<file path="config.mk">
export PLATFORM = sky130hd
export DESIGN_NAME = fa32_cla
export DESIGN_NICKNAME = d
export VERILOG_FILES = /design/src/rtl/fa32_cla.sv
export SDC_FILE = /design/constraint.sdc
export NUM_CORES = 1
export LEC_CHECK = 0
export BUFFER_PORTS_ARGS = -buffer_cell sky130_fd_sc_hd__buf_2
export CAP_MARGIN = 25
export CORE_MARGIN = 10
export CORE_UTILIZATION = 53
export DETAILED_ROUTE_END_ITERATION = 12
export GPL_TIMING_DRIVEN = 0
export PLACE_DENSITY_LB_ADDON = 0.08
export SLEW_MARGIN = 20
export SYNTH_ARGS = -nofsm -noshare
export SYNTH_HDL_FRONTEND = slang
export SYNTH_SLANG_ARGS = --single-unit
</file>
<file path="constraint.sdc">
create_clock -name clk -period 8.4 [get_ports clk]
set_input_delay 0.42 -clock clk [delete_from_list [all_inputs] [get_ports clk]]
set_output_delay 0.42 -clock clk [all_outputs]
set_load 0.005 [all_outputs]
</file>
<file path="src/rtl/fa32_cla.sv">
// fa32_cla: two-level carry-lookahead adder/subtractor with registered outputs.
//
// Cin doubles as the subtract select: Cin=0 gives A+B, Cin=1 gives A-B (A + ~B + 1).
// All outputs are registered, one clock of latency, a new operation every cycle.
// In subtract mode Cout=1 means no borrow (A >= B unsigned).
//
// Parameters:
//   WIDTH  operand/sum width, must be a multiple of BLK
//   BLK    width of each first-level lookahead block
//
// Ports:
//   clk   in   clock, rising edge
//   rst   in   synchronous reset, active high; clears all outputs
//   A     in   operand A
//   B     in   operand B
//   Cin   in   carry-in / subtract select
//   S     out  registered sum/difference
//   Cout  out  registered carry-out of the MSB
//   PG    out  registered group propagate (AND of all A^Bx bits)
//   GG    out  registered group generate (independent of Cin except through Bx)
//   OVF   out  registered signed overflow; present only when FA32_OVF_EN is defined
//
// Optional feature macro: FA32_OVF_EN
module fa32_cla #(
  parameter int unsigned WIDTH = 32,
  parameter int unsigned BLK   = 4
) (
  input  logic             clk,
  input  logic             rst,
  input  logic [WIDTH-1:0] A,
  input  logic [WIDTH-1:0] B,
  input  logic             Cin,
  output logic [WIDTH-1:0] S,
  output logic             Cout,
  output logic             PG,
  output logic             GG
`ifdef FA32_OVF_EN
  ,
  output logic             OVF
`endif
);

  localparam int unsigned NBLK = WIDTH / BLK;

  // Carry into position n of a (p, g) vector with carry-in ci, written as the flat
  // sum-of-products g[n-1] | p[n-1]g[n-2] | ... | p[n-1..0]ci so no ripple chain forms.
  function automatic logic la_carry(input logic [WIDTH-1:0] p_v,
                                    input logic [WIDTH-1:0] g_v,
                                    input logic             ci,
                                    input int unsigned      n);
    logic c_acc;
    logic term;
    c_acc = 1'b0;
    for (int unsigned k = 0; k < n; k++) begin
      term = g_v[k];
      for (int unsigned m = k + 1; m < n; m++) begin
        term = term & p_v[m];
      end
      c_acc = c_acc | term;
    end
    term = ci;
    for (int unsigned m = 0; m < n; m++) begin
      term = term & p_v[m];
    end
    return c_acc | term;
  endfunction

  logic [WIDTH-1:0] bx;
  logic [WIDTH-1:0] p;
  logic [WIDTH-1:0] g;
  logic [WIDTH-1:0] c;
  logic [WIDTH-1:0] sum;
  logic [NBLK-1:0]  blk_p;
  logic [NBLK-1:0]  blk_g;
  logic [NBLK-1:0]  blk_cin;
  logic [WIDTH-1:0] loc_p;
  logic [WIDTH-1:0] loc_g;
  logic [WIDTH-1:0] top_p;
  logic [WIDTH-1:0] top_g;
  logic             pg_c;
  logic             gg_c;
  logic             cout_c;

  // First level: per-block propagate/generate.
  always_comb begin
    bx    = B ^ {WIDTH{Cin}};
    p     = A ^ bx;
    g     = A & bx;
    blk_p = '0;
    blk_g = '0;
    loc_p = '0;
    loc_g = '0;
    for (int unsigned b = 0; b < NBLK; b++) begin
      loc_p          = '0;
      loc_g          = '0;
      loc_p[BLK-1:0] = p[b*BLK +: BLK];
      loc_g[BLK-1:0] = g[b*BLK +: BLK];
      blk_p[b]       = &loc_p[BLK-1:0];
      blk_g[b]       = la_carry(loc_p, loc_g, 1'b0, BLK);
    end
  end

  // Second level: block carry-ins, group P/G, then in-block carries from each block carry-in.
  always_comb begin
    top_p             = '0;
    top_g             = '0;
    top_p[NBLK-1:0]   = blk_p;
    top_g[NBLK-1:0]   = blk_g;
    blk_cin           = '0;
    c                 = '0;
    for (int unsigned b = 0; b < NBLK; b++) begin
      blk_cin[b] = la_carry(top_p, top_g, Cin, b);
    end
    for (int unsigned b = 0; b < NBLK; b++) begin
      for (int unsigned j = 0; j < BLK; j++) begin
        c[b*BLK+j] = la_carry({{(WIDTH-BLK){1'b0}}, p[b*BLK +: BLK]},
                              {{(WIDTH-BLK){1'b0}}, g[b*BLK +: BLK]},
                              blk_cin[b], j);
      end
    end
    pg_c   = &blk_p;
    gg_c   = la_carry(top_p, top_g, 1'b0, NBLK);
    cout_c = gg_c | (pg_c & Cin);
    sum    = p ^ c;
  end

  logic [WIDTH-1:0] s_q;
  logic             cout_q;
  logic             pg_q;
  logic             gg_q;

  always_ff @(posedge clk) begin
    if (rst) begin
      s_q    <= '0;
      cout_q <= 1'b0;
      pg_q   <= 1'b0;
      gg_q   <= 1'b0;
    end else begin
      s_q    <= sum;
      cout_q <= cout_c;
      pg_q   <= pg_c;
      gg_q   <= gg_c;
    end
  end

  assign S    = s_q;
  assign Cout = cout_q;
  assign PG   = pg_q;
  assign GG   = gg_q;

`ifdef FA32_OVF_EN
  logic ovf_q;

  always_ff @(posedge clk) begin
    if (rst) begin
      ovf_q <= 1'b0;
    end else begin
      ovf_q <= (A[WIDTH-1] == bx[WIDTH-1]) & (sum[WIDTH-1] != A[WIDTH-1]);
    end
  end

  assign OVF = ovf_q;
`endif

endmodule

</file>
==> flow_summary.toml <==
[timing]
post-route-worst-setup-slack_ns = 4.80
fin_tns_setup_ns = 0
period_needed_ns = 3.60
timing_hold_violations_final = 0
worst_slew_pin_slew_ns = 0.616
max_freq_ghz = 0.278
finalSetupViolCount = 0
timing.slew.headroom_pct = 58.9
timing_max_transition_violations_final = 0
grt_setup_unrepaired = "no"
final.period_utilization_pct = 42.8

[synthesis]
compound_cell_area_share_of_the_yosys_netlist_pct = 12.1
postSynthRegisterBits = 35
yosys-top-cells-area = "sky130_fd_sc_hd__dfxtp_1 (26%), sky130_fd_sc_hd__ha_1 (19%), sky130_fd_sc_hd__xor2_1 (16%), sky130_fd_sc_hd__fa_1 (5.3%), sky130_fd_sc_hd__a21oi_1 (4.9%)"
syn-cell-area_sq_um = 2650
synth_top_area_cell = "sky130_fd_sc_hd__dfxtp_1"
synth.yosys.seq_area_share_pct = 26.5
postSynthAreaPerCell_sq_um = 9.09
synth-xor-area-share_pct = 18.5
muxShareOfSynthArea_pct = 0.378
netlist_instances = 291
fraction_of_the_mapped_netlist_area_in_simple_logic_gates_pct = 14.0
synth_top_family_by_area = "adder cells"
synth_top_area_share_pct = 26.5
yosysWarningCount = 0
syn-num-nets = 405
synth_adder_area_share_pct = 24.2
synth_cell_types = 37

[cells_and_area]
syn_to_final_growth_pct = 25.2
fillCellCount = 417
multi_input_logic_area_sq_um = 1830
fin_nets = 512
fraction_of_final_layout_cells_with_drive_strength_greater_than_1_pct = 30.8
most_frequent_cells_in_the_layout = "sky130_fd_sc_hd__buf_2 (103), sky130_fd_sc_hd__xor2_1 (48), sky130_fd_sc_hd__ha_1 (40)"
layout.cells.most_common = "sky130_fd_sc_hd__buf_2"
antenna_cells = 0
seq_area_sq_um = 701

[clock_tree]
cts-hold-fix-buffers = 0
cts_max_path_buffers = 2
post_cts.resized_instances = 0
clock_sinks = 35
cts-root-buf = "sky130_fd_sc_hd__clkbuf_8"
clkTransAtPathRegs_ns = 0.07
number_of_buffers_inserted_during_clock_tree_synthesis = 5
cts_tree = "done"
cts_post_setup_buffers_inserted = 0
cts-htree-levels = 2

[pwr]
leakagePower_uw = 0.00174
peakVddDrop_mv = 0.0854
p_per_area_nw_per_um2 = 169

[global_route]
number_of_antenna_violations_at_the_first_check_in_global_routing = 0
grt_pass1_wl_microns = 10800
globalRoute.totalOverflow = 0
number_of_global_route_vias_before_repair = 2419
global_route.usage.total_pct = 15.6
largest_net_degree_at_the_start_of_global_routing = 12

[place]
place.detailed.hpwl_microns = 5330
place_congestion = 0.811
port_buffers = 100
pre_cts_ws_ns = 4.48

[critical_path]
worst-setup-path-type = "primary input to flip-flop"
critical_path.endpoint_type = "flip-flop"
critPathMaxFanout = 10
critPathLaunchType = "primary input"
largest_incremental_delay_on_the_critical_path_ns = 0.38
crit_required_ns = 8.56
cp_slowest_cell = "sky130_fd_sc_hd__buf_2"
crit_path_frequent_cell = "sky130_fd_sc_hd__a21oi_1"
critical_path.cell_chain = "buf_2 -> clkbuf_1 -> buf_2 -> xor2_1 -> ha_1 -> a21oi_1 -> o21ai_1 -> a21o_1 -> inv_2 -> o21bai_1 -> a21oi_1 -> o21bai_1 -> ha_1 -> o21ai_0 -> nand2b_1 -> a21oi_1 -> xor2_1 -> nor2_1"
arrival_ns = 3.76

[routing]
route.final.wire_length_microns = 6360
dr.pass1.iters = 4
dr_total_vias = 2263
detail-route-antenna-nets = 0
post_drt_wl_per_cell_microns = 13.6
drc_errors_left = 0
routed_via_density = 4.86
first_iter_violations = 57

[floorplan]
floorplan.die.height_microns = 90.7
floorplan.die_area_sq_um = 8220
io-pin-count = 102
start_util_pct = 55.3
floorplan.core_area_sq_um = 4790
die_span_x_microns = 90.7
floorplan.rows = 25

[worst_hold_path]
min-delay-path-class = "primary input to flip-flop"
hold_depth = 2

[run_status]
outcome = "complete, no violations"

[run]
timing.max_cap.violations = 0
final timing paths:
path	startpoint	endpoint	slack (ns)
worst max-delay path	Cin	S[19]$_SDFF_PP0_	4.80
worst min-delay path	rst	S[31]$_SDFF_PP0_	0.48
critical path: cells and delay by family:
kind,cells,cell delay (ns)
buffers and inverters,4,0.91
AOI/OAI and AO/OA,8,1.42
xor gates and xnor gates,2,0.37
adders and majority gates,2,0.49
and+or+nand+nor,2,0.17
cells in the mapped netlist:
cell                        n
sky130_fd_sc_hd__nor2_1    34
sky130_fd_sc_hd__dfxtp_1   35
sky130_fd_sc_hd__nand2b_2   1
sky130_fd_sc_hd__nand2b_1   8
sky130_fd_sc_hd__or2_2      1
sky130_fd_sc_hd__o211ai_2   1
sky130_fd_sc_hd__xor2_1    48
sky130_fd_sc_hd__nor2b_1    1
sky130_fd_sc_hd__ha_1      40
sky130_fd_sc_hd__xnor2_1    8
sky130_fd_sc_hd__a41o_1     1
sky130_fd_sc_hd__and3_2     1
sky130_fd_sc_hd__o21ai_0   13
sky130_fd_sc_hd__mux2i_1    1
sky130_fd_sc_hd__nand4_1    3
sky130_fd_sc_hd__nor3_1     3
sky130_fd_sc_hd__inv_2      1
sky130_fd_sc_hd__nor4_1     1
sky130_fd_sc_hd__clkbuf_1   5
sky130_fd_sc_hd__nand3_1    1
sky130_fd_sc_hd__a21oi_1   26
sky130_fd_sc_hd__o21bai_1   2
sky130_fd_sc_hd__buf_2      3
sky130_fd_sc_hd__o21ba_1    1
sky130_fd_sc_hd__nand4_4    2
sky130_fd_sc_hd__a221oi_2   1
sky130_fd_sc_hd__nor4_4     1
sky130_fd_sc_hd__nand2_1   10
sky130_fd_sc_hd__fa_1       7
sky130_fd_sc_hd__o21ai_2    1
sky130_fd_sc_hd__and3_1     1
sky130_fd_sc_hd__a21o_1     2
sky130_fd_sc_hd__o21ai_1    3
sky130_fd_sc_hd__a21oi_2    1
sky130_fd_sc_hd__o21a_1     2
sky130_fd_sc_hd__nand4_2    1
sky130_fd_sc_hd__inv_1     20
cell families after synthesis:
| logic type | after synthesis |
|---|---|
| adders and majority gates | 47 |
| buffers and inverters | 29 |
| DFF | 35 |
| AOI/OAI and AO/OA | 54 |
| muxes | 1 |
| xor gates and xnor gates | 56 |
| and+or+nand+nor | 69 |
report_power, final:
group          internal (uW)  switching, uW  total (uW)
clock network           56.8           63.2         120
logic                    109            128         237
registers                197           6.53         203
total                    362            198         560
sequential cells by signal, indices dropped and copies added (netlist names):
register	flops
S	32
Cout	1
GG	1
PG	1
metrics by stage:
step | total power, uW | cells | hold WS [ns] | instance area [sq um] | utilization [%]
after floorplan | 366 | 291 | 0.654 | 2650 | -
after global placement | 439 | 458 | 0.768 | 3230 | 67.5
after detailed placement | 445 | 458 | 0.765 | 3230 | 67.5
after CTS | 567 | 466 | 0.473 | 3310 | 69.3
after global routing | 608 | 466 | 0.506 | 3310 | 69.3
final | 560 | 466 | 0.480 | 3310 | 69.3
metal layers:
metal	global-route usage, %	wire (microns)	vias up
met5	0	0	-
met4	3.98	87	0
met3	6.07	541	10
met2	25.7	2830	74
met1	18.4	2900	1002
li1	-	-	1177
layout make-up:
cell class	instances	area share [%]
sequential	35	21.1
timing repair buffer	100	15.1
buffer	8	1.02
multi-input combinational	227	55.3
clock buffer	5	2.08
clock inverter	3	0.453
inverter	21	2.38
tap	67	2.53
(Power assumes the default switching activity.)
